==> config.mk <==
export PLATFORM = sky130hd
export DESIGN_NAME = hall98_exec_unit
export DESIGN_NICKNAME = d
export VERILOG_FILES = /design/src/rtl/hall98_exec_unit.sv
export SDC_FILE = /design/constraint.sdc
export NUM_CORES = 2
export LEC_CHECK = 0
export BUFFER_PORTS_ARGS = -buffer_cell sky130_fd_sc_hd__buf_2
export CORE_AREA = 2 2 269 271
export CTS_BUF_LIST = sky130_fd_sc_hd__clkbuf_16
export CTS_CLUSTER_DIAMETER = 150
export DETAILED_ROUTE_END_ITERATION = 10
export DIE_AREA = 0 0 271 273
export PLACE_DENSITY_LB_ADDON = 0.3
export SETUP_SLACK_MARGIN = 0.02
export SYNTH_ARGS = -nofsm -noshare
export SYNTH_HDL_FRONTEND = slang
export SYNTH_SLANG_ARGS = --single-unit
==> constraint.sdc <==
create_clock -name iclock -period 10.57 [get_ports iclock]
set_input_delay 0.5285 -clock iclock [delete_from_list [all_inputs] [get_ports iclock]]
set_output_delay 0.5285 -clock iclock [all_outputs]
set_load 0.005 [all_outputs]
==> src/rtl/hall98_exec_unit.sv <==
// Small multi-cycle execution unit: register file, data memory, MOV/ADD/SUB/MUL/LDR/STR.
// Optional iterative multiplier is built when HALL98_MUL_EN is defined.
module hall98_exec_unit #(
  parameter  int WIDTH     = 32,
  parameter  int NREGS     = 8,
  parameter  int MEM_DEPTH = 16,
  localparam int RAW       = $clog2(NREGS),
  localparam int MAW       = $clog2(MEM_DEPTH)
) (
  input  logic             iclock,
  input  logic             ireset_n,
  input  logic [31:0]      opcode,
  input  logic [RAW-1:0]   re,
  input  logic [WIDTH-1:0] n,
  input  logic             valid,
  input  logic             flag,
  output logic             ready,
  output logic             done,
  output logic [WIDTH-1:0] result,
  output logic             carry,
  output logic             err,
  output logic             halted
);

  localparam logic [7:0] OP_MOV = 8'h45;
  localparam logic [7:0] OP_ADD = 8'h46;
  localparam logic [7:0] OP_SUB = 8'h47;
  localparam logic [7:0] OP_LDR = 8'h49;
  localparam logic [7:0] OP_STR = 8'h4A;
`ifdef HALL98_MUL_EN
  localparam logic [7:0] OP_MUL = 8'h48;
  localparam int         CW     = $clog2(WIDTH);
`endif
  localparam logic [WIDTH-1:0] MEM_LIMIT = WIDTH'(MEM_DEPTH);

  typedef enum logic [1:0] {
    IDLE,
    EXEC,
`ifdef HALL98_MUL_EN
    MULT,
`endif
    HALT
  } state_t;

  state_t           state_q, state_d;
  logic [7:0]       op_q, op_d;
  logic [RAW-1:0]   re_q, re_d;
  logic [WIDTH-1:0] n_q, n_d;
  logic [WIDTH-1:0] regs_q [NREGS];
  logic [WIDTH-1:0] regs_d [NREGS];
  logic [WIDTH-1:0] mem_q  [MEM_DEPTH];
  logic [WIDTH-1:0] mem_d  [MEM_DEPTH];
  logic [WIDTH-1:0] result_q, result_d;
  logic             carry_q, carry_d;
  logic             err_q, err_d;
  logic             done_q, done_d;
  logic             halt_req_q, halt_req_d;
`ifdef HALL98_MUL_EN
  logic [WIDTH-1:0] mcand_q, mcand_d;
  logic [WIDTH-1:0] mplier_q, mplier_d;
  logic [WIDTH-1:0] acc_q, acc_d;
  logic [CW-1:0]    cnt_q, cnt_d;
`endif

  logic [WIDTH-1:0] op_a, op_b;
  logic [WIDTH:0]   sum_w;
  logic             in_range;
  logic [MAW-1:0]   mem_addr;
  logic             unused_opcode_hi;

  // Operands are read in EXEC, before the writeback edge, so re == n sees the old value twice.
  assign op_a             = regs_q[re_q];
  assign op_b             = regs_q[n_q[RAW-1:0]];
  assign in_range         = (n_q < MEM_LIMIT);
  assign mem_addr         = n_q[MAW-1:0];
  assign unused_opcode_hi = ^opcode[31:8];

  assign ready  = (state_q == IDLE) && !flag;
  assign done   = done_q;
  assign result = result_q;
  assign carry  = carry_q;
  assign err    = err_q;
  assign halted = (state_q == HALT);

  always_comb begin
    // NOTE: every variable gets a default before the case so no path can infer a latch.
    state_d    = state_q;
    op_d       = op_q;
    re_d       = re_q;
    n_d        = n_q;
    regs_d     = regs_q;
    mem_d      = mem_q;
    result_d   = result_q;
    carry_d    = carry_q;
    err_d      = 1'b0;
    done_d     = 1'b0;
    halt_req_d = halt_req_q;
    sum_w      = '0;
`ifdef HALL98_MUL_EN
    mcand_d    = mcand_q;
    mplier_d   = mplier_q;
    acc_d      = acc_q;
    cnt_d      = cnt_q;
`endif

    case (state_q)
      IDLE: begin
        if (flag) begin
          state_d = HALT;
        end else if (valid) begin
          op_d       = opcode[7:0];
          re_d       = re;
          n_d        = n;
          halt_req_d = 1'b0;
          state_d    = EXEC;
`ifdef HALL98_MUL_EN
          if (opcode[7:0] == OP_MUL) begin
            state_d  = MULT;
            mcand_d  = regs_q[re];
            mplier_d = regs_q[n[RAW-1:0]];
            acc_d    = '0;
            cnt_d    = '0;
          end
`endif
        end
      end
`ifdef HALL98_MUL_EN
      MULT: begin
        halt_req_d = halt_req_q | flag;
        acc_d      = mplier_q[0] ? acc_q + mcand_q : acc_q;
        mcand_d    = mcand_q << 1;
        mplier_d   = mplier_q >> 1;
        cnt_d      = cnt_q + 1'b1;
        if (cnt_q == CW'(WIDTH - 1)) state_d = EXEC;
      end
`endif
      EXEC: begin
        done_d  = 1'b1;
        state_d = (flag || halt_req_q) ? HALT : IDLE;
        case (op_q)
          OP_MOV: begin
            regs_d[re_q] = n_q;
            result_d     = n_q;
          end
          OP_ADD: begin
            sum_w        = {1'b0, op_a} + {1'b0, op_b};
            regs_d[re_q] = sum_w[WIDTH-1:0];
            result_d     = sum_w[WIDTH-1:0];
            carry_d      = sum_w[WIDTH];
          end
          OP_SUB: begin
            sum_w        = {1'b0, op_a} - {1'b0, op_b};
            regs_d[re_q] = sum_w[WIDTH-1:0];
            result_d     = sum_w[WIDTH-1:0];
            carry_d      = sum_w[WIDTH];
          end
`ifdef HALL98_MUL_EN
          OP_MUL: begin
            regs_d[re_q] = acc_q;
            result_d     = acc_q;
          end
`endif
          OP_LDR: begin
            if (in_range) begin
              regs_d[re_q] = mem_q[mem_addr];
              result_d     = mem_q[mem_addr];
            end else begin
              err_d = 1'b1;
            end
          end
          OP_STR: begin
            if (in_range) begin
              mem_d[mem_addr] = op_a;
              result_d        = op_a;
            end else begin
              err_d = 1'b1;
            end
          end
          default: err_d = 1'b1;
        endcase
      end
      HALT:    state_d = HALT;
      default: state_d = IDLE;
    endcase
  end

  // NOTE: the register file and memory sit in flops with the async reset because reset must zero them.
  always_ff @(posedge iclock or negedge ireset_n) begin
    if (!ireset_n) begin
      state_q    <= IDLE;
      op_q       <= '0;
      re_q       <= '0;
      n_q        <= '0;
      for (int i = 0; i < NREGS; i++) regs_q[i] <= '0;
      for (int i = 0; i < MEM_DEPTH; i++) mem_q[i] <= '0;
      result_q   <= '0;
      carry_q    <= 1'b0;
      err_q      <= 1'b0;
      done_q     <= 1'b0;
      halt_req_q <= 1'b0;
`ifdef HALL98_MUL_EN
      mcand_q    <= '0;
      mplier_q   <= '0;
      acc_q      <= '0;
      cnt_q      <= '0;
`endif
    end else begin
      // NOTE: non-blocking assignments so every flop samples the pre-edge values.
      state_q    <= state_d;
      op_q       <= op_d;
      re_q       <= re_d;
      n_q        <= n_d;
      regs_q     <= regs_d;
      mem_q      <= mem_d;
      result_q   <= result_d;
      carry_q    <= carry_d;
      err_q      <= err_d;
      done_q     <= done_d;
      halt_req_q <= halt_req_d;
`ifdef HALL98_MUL_EN
      mcand_q    <= mcand_d;
      mplier_q   <= mplier_d;
      acc_q      <= acc_d;
      cnt_q      <= cnt_d;
`endif
    end
  end

endmodule

## Word level (Yosys, flattened, before mapping)

Index checks and enable logic that the tools add are counted.

- Magnitude comparators: 6
- Equality and inequality tests: 10
- Add/sub/neg operators: 2
- Multiplexer cells: 32
- Bitwise gates (word level): 4
- Reductions and logical operators: 15

Operator list:

| kind | count |
|---|---|
| bitwise mux 256 bit | 4 |
| one-hot mux 256 bit (4 select lines) | 1 |
| bitwise mux 512 bit | 1 |
| 2-to-1 mux 32 bit | 10 |
| 2-to-1 mux 256 bit | 1 |
| binary-select mux 32 bit (select 3 bit) | 2 |
| one-hot mux 32 bit (5 select lines) | 1 |
| binary-select mux 32 bit (select 4 bit) | 1 |
| demux 32 bit (select 4 bit) | 1 |
| demux 32 bit (select 3 bit) | 1 |
| == test 8 x 7 -> 1 bit, second input constant | 5 |
| adder 32 x 32 -> 33 bit | 1 |
| subtractor 32 x 32 -> 33 bit | 1 |
| < comparator 32 x 5 -> 1 bit, second input constant | 1 |
| AND reduction 3 bit | 3 |
| >= comparator 4 bit, second input constant | 2 |
| inverter 3 -> 4 bit | 2 |
| 2-to-1 mux 2 bit | 3 |
| one-hot mux 2 bit (3 select lines) | 1 |
| >= comparator 5 bit, second input constant | 1 |
| < comparator 5 x 1 -> 1 bit, second input constant | 1 |
| inverter 4 -> 5 bit | 1 |
| nonzero test 5 bit | 1 |
| < comparator 4 x 1 -> 1 bit, second input constant | 1 |
| 16 further kinds | 22 |

- Bits of input ports: 71
- Output and inout port bits: 37
- Bits in registers: 848
- Logic and storage cells: 101

## Depth between registers and ports, before layout

- Depth in word-level cells: 8
- Gate-level depth with buffers: 22

## Worst setup path before layout

OpenSTA, ideal clock, no wires.

- Path type: register to register
- Start: register n_q[0]
- End: register regs_q[124] in the netlist's numbering
- Arrival time: 5.198 ns
- Cell stages (with the launch flop): 20
- Library setup time: 0.129 ns
- Slack: 5.243 ns
- Clock period less this slack: 5.327 ns
- Path through: dfrtp_1 -> buf_6 -> buf_2 -> buf_2 -> clkbuf_1 -> buf_2 -> mux4_2 -> mux2_2 -> ha_1 -> fa_1 -> nor2b_1 -> o211ai_1 -> a211oi_2 -> nor3_2 -> o211ai_2 -> a21oi_1 -> nor2_1 -> o41ai_1 -> a21boi_4 -> o21ai_2

- Cells in the longest elaborated chain, start to end: 7
- Elaborated cells between the ends (all ways): 18

RTL lines:

| item | line | source |
|---|---|---|
| start: declaration | 48 | `logic [WIDTH-1:0] n_q, n_d;` |
| start signal: assignment | 212 | `n_q <= n_d;` |
| inverter 3 -> 4 bit (implied by the code) or inverter 4 -> 5 bit (tied branches) | 73, 165 |  |
| binary-select mux 32 bit (select 3 bit) or binary-select mux 32 bit (select 4 bit) (tied branches) | 73, 165 |  |
| 2-to-1 mux 32 bit, on equally long branches (2 in a row) | 73, 165 |  |
| subtractor 32 x 32 -> 33 bit, or another cell as far along | 152 | `sum_w = {1'b0, op_a} - {1'b0, op_b};` |
| bitwise mux 256 bit, or another cell as far along | 153 | `regs_d[re_q] = sum_w[WIDTH-1:0];` |
| one-hot mux 256 bit (4 select lines) | 140 | `case (op_q)` |
| end signal: assignment | 213 | `regs_q <= regs_d;` |
| end: declaration | 49 | `logic [WIDTH-1:0] regs_q [NREGS];` |

Parallel ways exist; a longest one is shown, timed or not. The select of a mux whose other input is x is not followed.
A chain may end at the register's enable or synchronous reset.

## Worst setup path in the final report

- Start: register n_q[0]
- End: register regs_q[187] in the netlist's numbering

Same word-level chain as after synthesis.

==> flow_summary.yaml <==
clock_network:
  ctsResizeCount: 0
  post_cts.repair.setup_buffers: 0
  clock_insertion_delay_worst_skew_ps: 670
  clk_root_buffer_cell: "clkbuf_16"
  cts.htree.levels: 3
  tritoncts_clock_tree: "built"
  cts-buffers-inserted: 88
  clock_tree_sinks: 848
  cts.hold.buffers_added: 1
  maximum_count_of_clock_buffers_along_a_single_path: 3
  clkSlewWorstSetupHoldPaths_ps: 60
floorplan:
  die-area_um2: 73980
  dieHeight_um: 273
  fp_rows: 98
  coreArea_um2: 71000
  die_width_um: 271
  io_pins: 108
  start_util_pct: 59.77
global_route:
  use_met3_pct: 7.671
  global_route.usage.total_pct: 35.30
  antenna_found_initial: 4
  vias_in_the_first_global_route: 32709
  wire_length_of_the_first_global_routing_pass_mm: 197.9
  grt_use_met2_pct: 53.37
  pin_count_of_the_biggest_net_entering_global_routing: 180
  grt_overflow: 0
  grt-busiest-layer: "met2"
  groute.layer.met1.usage_pct: 49.53
finish:
  mostFrequentLayoutCells: "844 x dfrtp_1, 687 x o21ai_0, 649 x nand2_1"
  net_total_in_the_final_layout: 4172
  drive_above_1_share_pct: 14.76
  final_core_utilization_pct: 65.11
  area_growth_syn_to_layout_pct: 8.928
  final_common_cell: "dfrtp_1"
  nFillCells: 5435
  antennaDiodeCount: 0
route:
  total_wire_length_after_detailed_routing_mm: 128.8
  detail_route.drc_violations: 0
  route.antenna.remaining_nets: 0
  drt-initial-drc-count: 4144
  detail_route.first_pass.iterations: 6
  route.detailed.vias_per_inst: 6.525
  total_number_of_vias: 32986
  post_drt_wl_per_cell_um: 25.49
power_and_ir_drop:
  p_per_area_nw_per_um2: 189.7
  static-leakage-power_nw: 20.77
  p_total_mw: 8.770
  max-vdd-ir-drop_v: 0.0003591
yosys:
  synth_sequential_area_ratio_pct: 50.01
  ys.flop_type: "dfrtp_1"
  synth.distinct_cells: 84
  synth.yosys.warnings: 0
  syn_area_per_cell_um2: 10.22
  synth-seq-cells: 848
  synthesis.instances: 4154
  synth-edff-count: 0
  postSynth.asyncResetShare_pct: 100.0
  synth_fp_nets: 4292
  synth.cell_area_um2: 42430
placed_design:
  hpwlAfterDp_mm: 81.59
  dp_worst_setup_slack_ps: 4040
  placement.io_buffers: 83
  gp_routability_congestion: 0.9957
critical_path:
  crit_required_ps: 11070
  worstPathMaxFanout: 43
  critical_path.startpoint: "n_q[0]"
  critPathCaptureType: "flip-flop"
  crit_path_start_kind: "flip-flop"
  cp_data_arrival_time_ps: 7200
  r2r-start: "n_q[0]"
  critical_path_class: "flip-flop to flip-flop"
timing:
  worst_pin_slew_ps: 1176
  slew_viol_final: 0
  finalSetupTns_ps: 0
  hold-worst-slack_ps: 83.26
  hold_violations: 0
  maxSlewHeadroom_pct: 20.85
  report.final.setup_viol: 0
  achievable-frequency_mhz: 149.2
  layout_min_cycle_time_ps: 6704
  fin_crit_sh_pct: 63.42
  final.setup.worst_slack_ps: 3866
  rsz_0062_raised_after_global_routing: "false"
  fin_worst_skew_ps: 29.10
hold_path:
  worstHoldStart: "n[0]"
  hold_class: "input pin to flip-flop"
status:
  outcome: "finished clean"
run:
  max_cap_violations: 0
==> final cells by class <==
cell class                      count  area [um^2]  share of cell area, %
Clock buffer                       89         2227                  4.818
Clock inverter                     72        689.4                  1.492
Inverter                           95        356.6                 0.7715
Multi-Input combinational cell   2851        19540                  42.28
Sequential cell                   848        21240                  45.94
Tap cell                          950         1189                  2.572
Timing Repair Buffer              150        980.9                  2.122
==> worst max-delay path, stage by stage (launching register included) <==
cell	delay, ps
dfrtp_4	990
buf_4	820
mux4_2	600
mux2i_1	480
ha_1	490
nor4_1	1010
nand4_1	170
nor3_1	570
or4_1	210
a21oi_1	100
a21o_1	180
a221oi_2	680
a21oi_1	160
==> flip-flops by register name, summed over array words and instances, names as in the netlist <==
signal	cells
state_q	2
err	1
op_q	8
mem_q	512
regs_q	256
carry	1
result	32
n_q	32
re_q	3
done	1
==> path summary, 6_finish.rpt <==
kind                          endpoint  slack, ps  cells past startpoint
max                        regs_q[187]       3870                     12
max in group asynchronous  regs_q[111]       7710                      4
min in group asynchronous   mem_q[266]        520                      2
min                             n_q[0]         80                      3
min reg2reg                 result[25]        470                      2
max reg2reg                regs_q[187]       3870                     12
==> per-layer routing <==
metal,vias to the layer above,share of wire [%]
li1,14570,-
met1,16296,40
met2,1763,45
met3,357,10
met4,0,4.9
met5,-,0
==> kinds of logic after synthesis <==
kind of cell               after synthesis  share of synthesized area [%]
AOI/OAI and AO/OA                     1308                          17.66
and+or+nand+nor                       1132                          11.38
DFF                                    848                          50.01
buffers and inverters                  455                          4.222
muxes                                  311                          14.03
adders and majority gates               67                          2.011
xor gates and xnor gates                33                         0.6811
==> Yosys cell counts (all sizes together), types with 18 or more instances <==
master,count,area share (%)
mux2i,47,1.1
nor2,280,2.5
xnor2,29,0.60
and4,33,0.68
o22ai,26,0.38
nand2,656,5.8
inv,95,0.84
mux2,42,1.1
dfrtp,848,50
mux4,222,12
nor2b,18,0.27
a211oi,20,0.40
buf,73,0.84
nand3,21,0.25
a22oi,132,2.3
o21ai,699,8.3
a21oi,304,3.6
ha,65,1.9
nor3,21,0.27
clkbuf,287,2.5
==> power breakdown <==
| group | switching (mW) | internal (mW) |
|---|---|---|
| clock network | 1.34 | 1.80 |
| registers | 0.319 | 3.35 |
| logic | 1.28 | 0.675 |
| total | 2.94 | 5.83 |
==> metrics by stage <==
| stage | cells | instance area, um^2 |
|---|---|---|
| after floorplan | 4154 | 42430 |
| after global placement | 4893 | 43300 |
| after detailed placement | 4893 | 43300 |
| after CTS | 5055 | 46220 |
| after global routing | 5055 | 46220 |
| final | 5055 | 46220 |
No activity file was read; power rests on OpenSTA's default activity.
